**config.mk**
```make
export PLATFORM = sky130hd
export DESIGN_NAME = memory_arbiter
export DESIGN_NICKNAME = d
export VERILOG_FILES = /design/src/rtl/cpu_types_pkg.sv /design/src/rtl/arb_watchdog.sv /design/src/rtl/memory_arbiter.sv
export SDC_FILE = /design/constraint.sdc
export NUM_CORES = 1
export LEC_CHECK = 0
export ABC_AREA = 0
export CAP_MARGIN = 20
export CORE_ASPECT_RATIO = 0.8
export CORE_MARGIN = 3
export CORE_UTILIZATION = 25
export CTS_CLUSTER_SIZE = 25
export DETAILED_ROUTE_END_ITERATION = 10
export GPL_ROUTABILITY_DRIVEN = 0
export PLACE_DENSITY_LB_ADDON = 0.05
export SYNTH_ARGS = -nofsm -noshare
export SYNTH_HDL_FRONTEND = slang
export SYNTH_SLANG_ARGS = --single-unit
export TNS_END_PERCENT = 1
```
**constraint.sdc**
```tcl
create_clock -name CLK -period 3.7 [get_ports CLK]
set_input_delay 0.74 -clock CLK [delete_from_list [all_inputs] [get_ports CLK]]
set_output_delay 0.74 -clock CLK [all_outputs]
set_load 0.02 [all_outputs]
```
**src/rtl/cpu_types_pkg.sv**
```systemverilog
// Shared CPU-side types used by the memory arbiter and its watchdog.
//   word_t     : 32-bit machine word (addresses, load/store data)
//   ramstate_t : handshake state reported by the single-ported RAM
package cpu_types_pkg;

  typedef logic [31:0] word_t;

  typedef enum logic [1:0] {
    FREE   = 2'd0,
    BUSY   = 2'd1,
    ACCESS = 2'd2,
    ERROR  = 2'd3
  } ramstate_t;

endpackage

```
**src/rtl/arb_watchdog.sv**
```systemverilog
// Access watchdog for the memory arbiter.
// Counts cycles spent inside a RAM access and flags when the access has
// lasted TIMEOUT cycles, so the arbiter can force a completion.
//   clk, rst_n : clock, asynchronous active-low reset
//   clr        : return the count to zero (response cycle)
//   en         : count this cycle (an access cycle)
//   expired    : this access cycle is the TIMEOUT-th one
module arb_watchdog #(
  parameter int TIMEOUT = 255,
  parameter int CNT_W   = 8
) (
  input  logic clk,
  input  logic rst_n,
  input  logic clr,
  input  logic en,
  output logic expired
);

  logic [CNT_W-1:0] count_q;
  logic [CNT_W-1:0] count_d;

  always_comb begin
    count_d = count_q;
    if (clr) begin
      count_d = '0;
    end else if (en) begin
      count_d = count_q + 1'b1;
    end
  end

  always_ff @(posedge clk or negedge rst_n) begin
    if (!rst_n) begin
      count_q <= '0;
    end else begin
      count_q <= count_d;
    end
  end

  // count_q holds the access cycles already completed, so the current
  // cycle is number count_q+1; it is the last allowed one at TIMEOUT-1.
  assign expired = en && (count_q == CNT_W'(TIMEOUT - 1));

endmodule

```
**src/rtl/memory_arbiter.sv**
```systemverilog
// Memory arbiter: shares the single-ported RAM between instruction fetch and
// data load/store, data having priority. Returns one-cycle ihit/dhit pulses
// with load data and forces a flagged completion on RAM error or timeout.
//   CLK, nRST                    : clock, asynchronous active-low reset
//   imemREN, imemaddr            : instruction read request and address
//   dmemREN, dmemWEN, dmemaddr,
//   dmemstore                    : data read/write request, address, store data
//   ihit, imemload               : instruction completion pulse and word
//   dhit, dmemload               : data completion pulse and read word
//   ramREN, ramWEN, ramaddr,
//   ramstore, ramload, ramstate  : RAM-side interface
//   mem_error                    : sticky error flag, cleared only by reset
module memory_arbiter
  import cpu_types_pkg::*;
#(
  parameter int    TIMEOUT  = 255,
  parameter int    CNT_W    = 8,
  parameter word_t ERR_WORD = 32'hBAD1BAD1
) (
  input  logic        CLK,
  input  logic        nRST,
  input  logic        imemREN,
  input  logic [31:0] imemaddr,
  input  logic        dmemREN,
  input  logic        dmemWEN,
  input  logic [31:0] dmemaddr,
  input  logic [31:0] dmemstore,
  output logic        ihit,
  output logic        dhit,
  output logic [31:0] imemload,
  output logic [31:0] dmemload,
  output logic        ramREN,
  output logic        ramWEN,
  output logic [31:0] ramaddr,
  output logic [31:0] ramstore,
  input  logic [31:0] ramload,
  input  logic [1:0]  ramstate,
  output logic        mem_error
);

  typedef enum logic [2:0] {
    IDLE = 3'd0,
    DACC = 3'd1,
    IACC = 3'd2,
    DRSP = 3'd3,
    IRSP = 3'd4
  } arb_state_t;

  arb_state_t state_q, state_d;
  word_t      addr_q, addr_d;
  word_t      store_q, store_d;
  logic       wr_q, wr_d;
  word_t      imemload_q, imemload_d;
  word_t      dmemload_q, dmemload_d;
  logic       mem_error_q, mem_error_d;

  ramstate_t  ram_st;
  logic       wd_clr;
  logic       wd_en;
  logic       wd_expired;

  assign ram_st = ramstate_t'(ramstate);

  arb_watchdog #(
    .TIMEOUT (TIMEOUT),
    .CNT_W   (CNT_W)
  ) u_watchdog (
    .clk     (CLK),
    .rst_n   (nRST),
    .clr     (wd_clr),
    .en      (wd_en),
    .expired (wd_expired)
  );

  always_ff @(posedge CLK or negedge nRST) begin
    if (!nRST) begin
      state_q     <= IDLE;
      addr_q      <= '0;
      store_q     <= '0;
      wr_q        <= 1'b0;
      imemload_q  <= '0;
      dmemload_q  <= '0;
      mem_error_q <= 1'b0;
    end else begin
      state_q     <= state_d;
      addr_q      <= addr_d;
      store_q     <= store_d;
      wr_q        <= wr_d;
      imemload_q  <= imemload_d;
      dmemload_q  <= dmemload_d;
      mem_error_q <= mem_error_d;
    end
  end

  always_comb begin
    state_d     = state_q;
    addr_d      = addr_q;
    store_d     = store_q;
    wr_d        = wr_q;
    imemload_d  = imemload_q;
    dmemload_d  = dmemload_q;
    mem_error_d = mem_error_q;

    unique case (state_q)
      IDLE: begin
        // Data wins a simultaneous request; a read+write strobe pair is
        // resolved as a write and flagged.
        if (dmemWEN || dmemREN) begin
          addr_d  = dmemaddr;
          store_d = dmemstore;
          wr_d    = dmemWEN;
          if (dmemWEN && dmemREN) begin
            mem_error_d = 1'b1;
          end
          state_d = DACC;
        end else if (imemREN) begin
          addr_d  = imemaddr;
          wr_d    = 1'b0;
          state_d = IACC;
        end
      end

      DACC: begin
        // ACCESS is checked first so real data wins over a coincident timeout.
        if (ram_st == ACCESS) begin
          if (!wr_q) begin
            dmemload_d = ramload;
          end
          state_d = DRSP;
        end else if (ram_st == ERROR || wd_expired) begin
          if (!wr_q) begin
            dmemload_d = ERR_WORD;
          end
          mem_error_d = 1'b1;
          state_d     = DRSP;
        end
      end

      IACC: begin
        if (ram_st == ACCESS) begin
          imemload_d = ramload;
          state_d    = IRSP;
        end else if (ram_st == ERROR || wd_expired) begin
          imemload_d  = ERR_WORD;
          mem_error_d = 1'b1;
          state_d     = IRSP;
        end
      end

      // The bubble back through IDLE lets the requester drop its strobe.
      DRSP:    state_d = IDLE;
      IRSP:    state_d = IDLE;
      default: state_d = IDLE;
    endcase
  end

  always_comb begin
    ramREN = 1'b0;
    ramWEN = 1'b0;
    ihit   = 1'b0;
    dhit   = 1'b0;
    wd_en  = 1'b0;
    wd_clr = 1'b0;

    unique case (state_q)
      DACC: begin
        ramREN = !wr_q;
        ramWEN = wr_q;
        wd_en  = 1'b1;
      end
      IACC: begin
        ramREN = 1'b1;
        wd_en  = 1'b1;
      end
      DRSP: begin
        dhit   = 1'b1;
        wd_clr = 1'b1;
      end
      IRSP: begin
        ihit   = 1'b1;
        wd_clr = 1'b1;
      end
      default: begin
        ramREN = 1'b0;
      end
    endcase
  end

  // The RAM only ever sees the captured request, never the live inputs.
  assign ramaddr   = addr_q;
  assign ramstore  = store_q;
  assign imemload  = imemload_q;
  assign dmemload  = dmemload_q;
  assign mem_error = mem_error_q;

endmodule

```
Yosys cells after proc, flatten, opt, wreduce, memory -nomap -nowiden
Cells that the tools add are included.
{"block": "word_totals", "ff_bits": 141, "latch_bits": 0, "ramBits": 0, "romBits": 0, "inputBits": 135, "output_inout_bits": 133, "word_cells": 73, "mem_count": 0}
{"block": "op_classes", "n_addsub": 1, "n_mul": 0, "div_mod_pow": 0, "n_lt_le_gt_ge": 0, "n_eq_ne": 16, "n_shift": 0, "n_mux": 30, "bitwise": 0, "reduce_logical": 18}
{"op": "32-bit two-way mux", "count": 8}
{"op": "3-bit two-way mux", "count": 6}
{"op": "8-bit two-way mux", "count": 2}
{"op": "1-bit two-way mux", "count": 11}
{"op": "2-bit != test (second input constant)", "count": 5}
{"op": "3-bit != test (second input constant)", "count": 3}
{"op": "3-bit case mux with 3 select lines", "count": 1}
{"op": "8-bit by 1-bit adder with 8-bit output (second input constant)", "count": 1}
{"op": "8-bit == test (second input constant)", "count": 1}
{"op": "2-bit nonzero test", "count": 4}
{"op": "3-bit by 2-bit == test with 1-bit output (second input constant)", "count": 2}
{"op": "2-bit AND reduction", "count": 3}
{"op": "5-bit AND reduction", "count": 1}
{"op": "2-bit == test (second input constant)", "count": 2}
{"op": "1-bit case mux with 2 select lines", "count": 2}
{"op": "4-bit AND reduction", "count": 1}
{"op": "2-bit OR reduction", "count": 2}
{"op": "3-bit by 1-bit == test with 1-bit output (second input constant)", "count": 1}
{"op": "3-bit == test (second input constant)", "count": 1}
{"op": "3-bit zero test", "count": 1}
{"op": "3-bit AND reduction", "count": 1}
{"op": "1-bit logical AND", "count": 2}
{"op": "1-bit logical OR", "count": 2}
{"op": "2-bit by 1-bit != test with 1-bit output (second input constant)", "count": 1}
{"op": "1-bit zero test", "count": 1}

Longest topological paths before layout
Gate-level depths: netlist of run 1.
{"block": "depth", "ltp_word": 8, "ltp_mapped": 7, "depth_no_buf": 5}

Modules after synthesis
A second synthesis of run 1 with hierarchy kept.
{"block": "hier_totals", "cells_unflattened": 398, "hier_area_um2": 5865.6}
{"module": "memory_arbiter", "n_inst": 1, "cells_per_inst": 357, "area_per_inst_um2": 5454.0, "seq_area_each_um2": 3328.2}
{"module": "arb_watchdog", "n_inst": 1, "cells_per_inst": 41, "area_per_inst_um2": 411.6, "seq_area_each_um2": 200.2}

Least setup slack after synthesis of run 1
No wires, ideal clock.
{"block": "synth_timing", "path_kind": "in2reg", "from": "input port dmemWEN", "to": "register addr_q[22], in the netlist ramaddr[22]", "setup_time_ns": 0.125, "t_arrival_ns": 2.104, "t_required_ns": 3.575, "slack_ns": 1.471, "stages": 5, "path_buffers": 2, "cell_sequence": "clkbuf_1 > nor2_1 > clkbuf_1 > mux2_2 > mux2_2"}
{"block": "synth_via", "elab_chain_len": 3, "elab_cells_between_ends": 4, "classes_between": "mux: 1; reduce/logical: 3"}
{"element": "from (decl)", "line": "memory_arbiter.sv:25", "rtl": "input logic dmemWEN,"}
{"element": "1-bit logical OR (*)", "line": "memory_arbiter.sv:108", "rtl": "if (dmemWEN || dmemREN) begin"}
{"element": "2-bit nonzero test (no source line)"}
{"element": "2-bit AND reduction (no source line)"}
{"element": "to (signal assigned)", "line": "memory_arbiter.sv:86", "rtl": "addr_q <= addr_d;"}
{"element": "to (decl)", "line": "memory_arbiter.sv:50", "rtl": "word_t addr_q, addr_d;"}
Mark *: on every way between the ends. The rest lies on a longest branch, timed or not.
A chain may end at the register's enable or synchronous reset.

Final worst setup path of run 1
{"block": "layout_timing", "from": "register state_q[2]", "to": "output port ihit"}
{"block": "layout_via", "elab_chain_len": 2}
{"element": "from (decl)", "line": "memory_arbiter.sv:49", "rtl": "arb_state_t state_q, state_d;"}
{"element": "from (signal assigned)", "line": "memory_arbiter.sv:85", "rtl": "state_q <= state_d;"}
{"element": "3-bit == test", "line": "memory_arbiter.sv:165", "rtl": "unique case (state_q)"}
{"element": "1-bit two-way mux", "line": "memory_arbiter.sv:165"}
{"element": "to (decl)", "line": "memory_arbiter.sv:28", "rtl": "output logic ihit,"}
Every way passes these cells.

==> summary.md, run 1 <==
| Metric | Value |
|---|---|
| Core area | 26500 sq um |
| Yosys Warn Count | 0 |
| Synthesized net count | 686 |
| Number of standard cells after synthesis | 549 |
| Minimum clock period | 3.15 ns |
| Post-synthesis cell area | 6820 sq um |
| Port Buf Inserts | 267 |
| TNS Setup | 0 ns |
| Clock share of power | 0.199 |
| Post-detailed-placement half-perimeter wirelength | 14900 microns |
| Via count of the first global-routing pass | 5679 |
| Insertion delay to the later sink of the worst-skew pair | 0.42 ns |
| CTS H-tree lvls | 4 |
| Count of routing violations after the opening detailed-route iteration | 166 |
| Setup repair after global routing missed its margin | no |
| Max-slew violation total from the final report | 0 |
| Number of hold-slack violations in the final timing report | 0 |
| Number of inserted diodes | 0 |
| Switching power | 3.33 mW |
| Detailed-routed wire length on met2 | 10200 microns |
| Setup Crit Path Kind | register to output port |
| Initial antenna violation count | 0 |
| Highest routed metal layer | met4 |
| Area Overhead vs Synth | 53.6% |
| Number of nets with antenna violations after routing | 0 |
| Commonest cells after routing, fill and taps aside | 266 x clkdlybuf4s50_1, 141 x dfrtp_1, 124 x mux2_2 |
| Fraction of layout instances using a drive strength above 1 | 0.236 |
| Count of boundary I/O pins | 268 |
| Number of flops mapped to enable cells by yosys | 0 |
| Number of buffers added for setup after CTS | 0 |
| Routed length on met1 | 8870 microns |
| Synthesis-stage register bit count | 141 |
| Count of vias placed by the detailed router | 5213 |
| Kind of path behind the tightest hold check | primary input to async pin |
| Met3 wire len | 1470 microns |
| Run status | finished clean |
| Pin slew with the least headroom to its limit | 0.962 ns |
| Peak supply drop | 429 uV |
| Post-synth cell types | 44 |
| Setup violation total in the final timing report | 0 |
| Std-Cell Rows | 53 |
| Total overflow reported by the global router | 0 |
| Area of the multi-input gates | 2940 sq um |
| Clock Sink Count | 141 |
| Final instance area | 10500 sq um |
| GRT Total Usage | 0.143 |
| Most common cell after layout, fill and taps aside | clkdlybuf4s50_1 |
| Nets | 949 |
| Most frequently used flop master after synthesis | dfrtp_1 |
| Max-cap violations | 0 |
| Via count normalized by instance count | 4.41 |
| Quantity of gates resized following cts | 0 |
| Crit path arrival time | 2.41 ns |
| Pleak | 4.17 nW |
| Die Width | 191 microns |
| Die Y | 154 microns |
| Register cell area after layout | 3530 sq um |
| Wire length of the first global-routing pass | 32500 microns |
| TritonCTS clock tree | built |
| Buffers from clock root to sink, at most | 2 |
| Number of buffers added to fix hold violations after cts | 0 |
| Mean routed wirelength per cell | 17.7 microns |
| Final routed DRC violation total | 0 |
| Power density normalized to cell area | 857 nW/um^2 |
| Max Clock Skew | 0.00899 ns |
| Die Area | 29300 sq um |
| Max_slew headroom | 0.358 |
| Critical Path Fanout Max | 16 |
| Share of the yosys chip area belonging to registers | 0.517 |
| Internal power | 5.64 mW |
| Asr flop ratio synth | 1.00 |
| Critical path capture point type | output port |
| Fill count | 2561 |
| Upper clock frequency limit | 318 MHz |
| Initial standard-cell utilization of the core | 0.257 |
| Combinational Power Share | 0.495 |
| Startpoint kind of the worst setup timing path | register |
| Required time at the endpoint of the critical path | 2.96 ns |
| Final routed wirelength across all metal layers | 20900 microns |
| Worst-path clk slew | 0.06 ns |
| Placed instance area | 9870 sq um |
| First-pass iteration count of the detailed router | 4 |
| Switching part of the total | 0.371 |
| Pin count of the biggest net entering global routing | 72 |
| Mapped Avg Cell Area | 12.4 sq um |
| Share of the clock period used by the worst path after layout | 0.850 |
| Flop pwr share | 0.306 |
| Clock buffers created by TritonCTS | 17 |
| CTS root buffer | clkbuf_16 |
[flip-flops by register name (all words and copies together), names as in the netlist]
name / count
imemload: 32
ramstore: 32
state_q: 3
wr_q: 1
mem_error: 1
ramaddr: 32
u_watchdog.count_q: 8
dmemload: 32
[routing by layer]
layer,vias up,global-route usage
met5,-,0
met4,0,0.0492
met3,23,0.0499
met2,142,0.234
met1,2569,0.176
li1,2479,-
[stage by stage]
step | hold WS [ns] | power [mW] | utilization | worst slack (ns) | std cells
detailed placement | 0.465 | 7.28 | 0.372 | 0.894 | 1150
global route | 0.369 | 9.53 | 0.395 | 0.454 | 1182
global placement | 0.467 | 7.20 | 0.372 | 0.926 | 1150
floorplan | 0.444 | 5.23 | - | 1.47 | 549
finish | 0.330 | 8.97 | 0.395 | 0.555 | 1182
CTS | 0.343 | 9.14 | 0.395 | 0.517 | 1182
[final timing paths]
check                                       start                       end  slack, ns  cells past startpoint
max                        state_q[2]$_DFFE_PN0P_                      ihit       0.55                      3
min                                          nRST    ramaddr[9]$_DFFE_PN0P_       0.33                      1
max reg2reg                state_q[1]$_DFFE_PN0P_  imemload[25]$_DFFE_PN0P_       1.33                      4
min reg2reg                 mem_error$_DFFE_PN0P_     mem_error$_DFFE_PN0P_       0.48                      2
max in group asynchronous                    nRST  ramstore[22]$_DFFE_PN0P_       2.55                      2
min in group CLK            mem_error$_DFFE_PN0P_     mem_error$_DFFE_PN0P_       0.48                      2
[cells in the mapped netlist (2+ instances only)]
cell / instances / area (sq um)
buf_6: 4 / 45.0
buf_4: 4 / 30.0
o31a_1: 2 / 17.5
dfrtp_1: 141 / 3530
or4_1: 3 / 22.5
o211ai_1: 5 / 37.5
and3b_1: 14 / 123
nand4_1: 2 / 12.5
a21oi_1: 44 / 220
nand3_1: 5 / 25.0
a21o_1: 28 / 210
o21ai_0: 2 / 10.0
nor4_1: 2 / 12.5
or3b_2: 19 / 166
buf_2: 13 / 65.1
nor3_1: 3 / 15.0
buf_1: 2 / 7.51
inv_1: 44 / 165
nand2_1: 9 / 33.8
clkbuf_1: 12 / 45.0
ha_1: 2 / 25.0
nand3b_1: 2 / 15.0
o31ai_1: 3 / 22.5
nor2_1: 3 / 11.3
mux2_2: 124 / 1400
mux2i_1: 39 / 390
[cells by family after synthesis]
family / after synthesis / synth area share
compound gates: 91 / 0.0851
xor+xnor: 2 / 0.00257
fa+ha+maj: 2 / 0.00367
buf+inv: 80 / 0.0536
flops: 141 / 0.517
mux: 164 / 0.264
simple gates: 69 / 0.0741
[power by group through the flow]
| stage | clock network, mW | registers [mW] | logic (mW) |
|---|---|---|---|
| 5_1_grt | 1.92 | 2.86 | 4.75 |
| 4_1_cts | 1.85 | 2.76 | 4.53 |
| 3_5_place_dp | 0 | 2.77 | 4.51 |
| 6_report | 1.79 | 2.75 | 4.44 |
| 2_1_floorplan | 0 | 3.49 | 1.74 |
| 3_3_place_gp | 0 | 2.75 | 4.45 |
[critical path, stage by stage, from the launching register on]
cell and delay (ns):
dfrtp_1 0.71, or3b_2 0.56, inv_1 0.10, clkdlybuf4s50_1 0.62
[cell type report]
type	instances	share of cell area
tap	357	0.0426
multi-input combinational	328	0.281
clock inverter	13	0.0158
clock buffer	19	0.0423
inverter	44	0.0158
sequential	141	0.337
timing repair buffer	280	0.266
No activity file was read; power rests on OpenSTA's default activity.
==> inputs of run 2 (changes only) <==
--- a/config.mk
+++ b/config.mk
@@ -6,7 +6,9 @@
 export NUM_CORES = 1
 export LEC_CHECK = 0
 export ABC_AREA = 0
-export CAP_MARGIN = 20
+export CAP_MARGIN = 30
+export CELL_PAD_IN_SITES_DETAIL_PLACEMENT = 1
+export CELL_PAD_IN_SITES_GLOBAL_PLACEMENT = 1
 export CORE_ASPECT_RATIO = 0.8
 export CORE_MARGIN = 3
 export CORE_UTILIZATION = 25
==> run 2 against run 1 <==
  * Hold slack worse by 0.010 ns
  * Sequential power about the same
  * Maximum frequency up 0.17%
  * Final cell count about the same
  * Via count up 2.7%
  * Power up 1.5%
  * Critical path depth unchanged
  * Design area up 0.56%
  * Critical endpoint unchanged
  * Largest cell class unchanged
==> summary.md, run 2 (synthesis gave the netlist of run 1 again) <==
| Metric | Value |
|---|---|
| Area Overhead vs Synth | 54.4% |
| Power density normalized to cell area | 864 nW/um^2 |
| Setup Crit Path Kind | register to output port |
| Wire length of the first global-routing pass | 35500 microns |
| Pleak | 4.18 nW |
| Number of hold-slack violations in the final timing report | 0 |
| Die Y | 154 microns |
| Worst-path clk slew | 0.06 ns |
| Max Clock Skew | 0.00897 ns |
| Number of placed cells counting well taps | 1149 |
| Final routed DRC violation total | 0 |
| Quantity of gates resized following cts | 0 |
| Kind of path behind the tightest hold check | primary input to async pin |
| Pin count of the biggest net entering global routing | 75 |
| Upper clock frequency limit | 318 MHz |
| Peak supply drop | 306 uV |
| Startpoint kind of the worst setup timing path | register |
| TritonCTS clock tree | built |
| Required time at the endpoint of the critical path | 2.96 ns |
| Layout Cells excl Fill | 1181 |
| Nets | 948 |
| Final instance area | 10500 sq um |
| Die Width | 191 microns |
| Core area | 26500 sq um |
| Number of nets with antenna violations after routing | 0 |
| Clock buffers created by TritonCTS | 17 |
| Std-Cell Rows | 53 |
| Via count of the first global-routing pass | 6189 |
| Count of boundary I/O pins | 268 |
| Fin worst setup slack | 0.560 ns |
| Number of inserted diodes | 0 |
| Fraction of layout instances using a drive strength above 1 | 0.233 |
| Pin slew with the least headroom to its limit | 0.796 ns |
| Number of buffers added to fix hold violations after cts | 0 |
| Critical Path Fanout Max | 16 |
| Run status | finished clean |
| Final routed wirelength across all metal layers | 23000 microns |
| Count of vias placed by the detailed router | 5356 |
| Fill count | 2812 |
| Pre-CTS setup slack | 0.914 ns |
| Insertion delay to the later sink of the worst-skew pair | 0.42 ns |
| Count of routing violations after the opening detailed-route iteration | 221 |
| Post-detailed-placement half-perimeter wirelength | 16400 microns |
| Setup repair after global routing missed its margin | no |
| Initial antenna violation count | 0 |
| Most common cell after layout, fill and taps aside | clkdlybuf4s50_1 |
| Setup violation total in the final timing report | 0 |
| Initial standard-cell utilization of the core | 0.257 |
| Internal reg-to-reg setup slack | 1.38 ns |
| Port Buf Inserts | 267 |
| TNS Setup | 0 ns |
| Total overflow reported by the global router | 0 |
| Crit path arrival time | 2.40 ns |
| Power, Total | 9.10 mW |
| Share of the clock period used by the worst path after layout | 0.849 |
| Max-slew violation total from the final report | 0 |
| CTS H-tree lvls | 4 |
| Via count normalized by instance count | 4.54 |
| CTS root buffer | clkbuf_16 |
| Die Area | 29300 sq um |
| Buffers from clock root to sink, at most | 2 |
| Mean routed wirelength per cell | 19.5 microns |
| Max-cap violations | 0 |
| Max_slew headroom | 0.469 |
| GRT Total Usage | 0.157 |
| First-pass iteration count of the detailed router | 4 |
| Minimum clock period | 3.14 ns |
| Placed instance area | 9900 sq um |
| Clock Sink Count | 141 |
| Number of buffers added for setup after CTS | 0 |
| Commonest cells after routing, fill and taps aside | 266 x clkdlybuf4s50_1, 141 x dfrtp_1, 124 x mux2_2 |
| Critical path capture point type | output port |
-- run 2: cell types whose count changed in the layout (fill, tap and decap cells not counted), sizes merged --
cell / delta
clkinv: -4
clkbuf: +1
bufinv: +1
clkinvlp: +2
buf: -1
-- run 2: metal layers --
| metal | global-route usage | up-vias | share of wire |
|---|---|---|---|
| li1 | - | 2466 | - |
| met2 | 0.280 | 137 | 0.52 |
| met4 | 0.0423 | 0 | 0.014 |
| met3 | 0.0536 | 21 | 0.064 |
| met1 | 0.179 | 2732 | 0.40 |
| met5 | 0 | - | 0 |
-- run 2: where the power goes --
group	total [mW]	switching, mW	internal, mW
Sequential	2.75	0.508	2.25
Clock	1.86	0.703	1.15
Combinational	4.49	2.17	2.32
-- run 2: through the flow --
stage	hold WS, ns	util
final	0.320	0.397
after global routing	0.373	0.397
after CTS	0.372	0.397
after detailed placement	0.465	0.373
after global placement	0.480	0.373
after floorplan	0.444	-
-- run 2: worst paths after layout --
kind,to,start,depth (start not counted)
worst max-delay path,ihit,state_q[2]$_DFFE_PN0P_,3
worst min-delay path,ramaddr[2]$_DFFE_PN0P_,nRST,1
worst max register to register,dmemload[1]$_DFFE_PN0P_,state_q[2]$_DFFE_PN0P_,4
worst min register to register,mem_error$_DFFE_PN0P_,mem_error$_DFFE_PN0P_,2
max in group asynchronous,ramstore[4]$_DFFE_PN0P_,nRST,2
min in group CLK,mem_error$_DFFE_PN0P_,mem_error$_DFFE_PN0P_,2
-- run 2: worst max-delay path, cell delays in order (launching register included) --
cell	delay [ns]
dfrtp_1	0.74
or3b_2	0.56
inv_1	0.08
clkdlybuf4s50_1	0.60
-- run 2: area by class of cell --
class | count | area, sq um | area share
multi-input combinational | 328 | 2950 | 0.280
timing repair buffer | 279 | 2810 | 0.267
sequential | 141 | 3530 | 0.335
clock inverter | 12 | 186 | 0.0177
inverter | 44 | 165 | 0.0157
clock buffer | 20 | 447 | 0.0424
tap | 357 | 447 | 0.0424
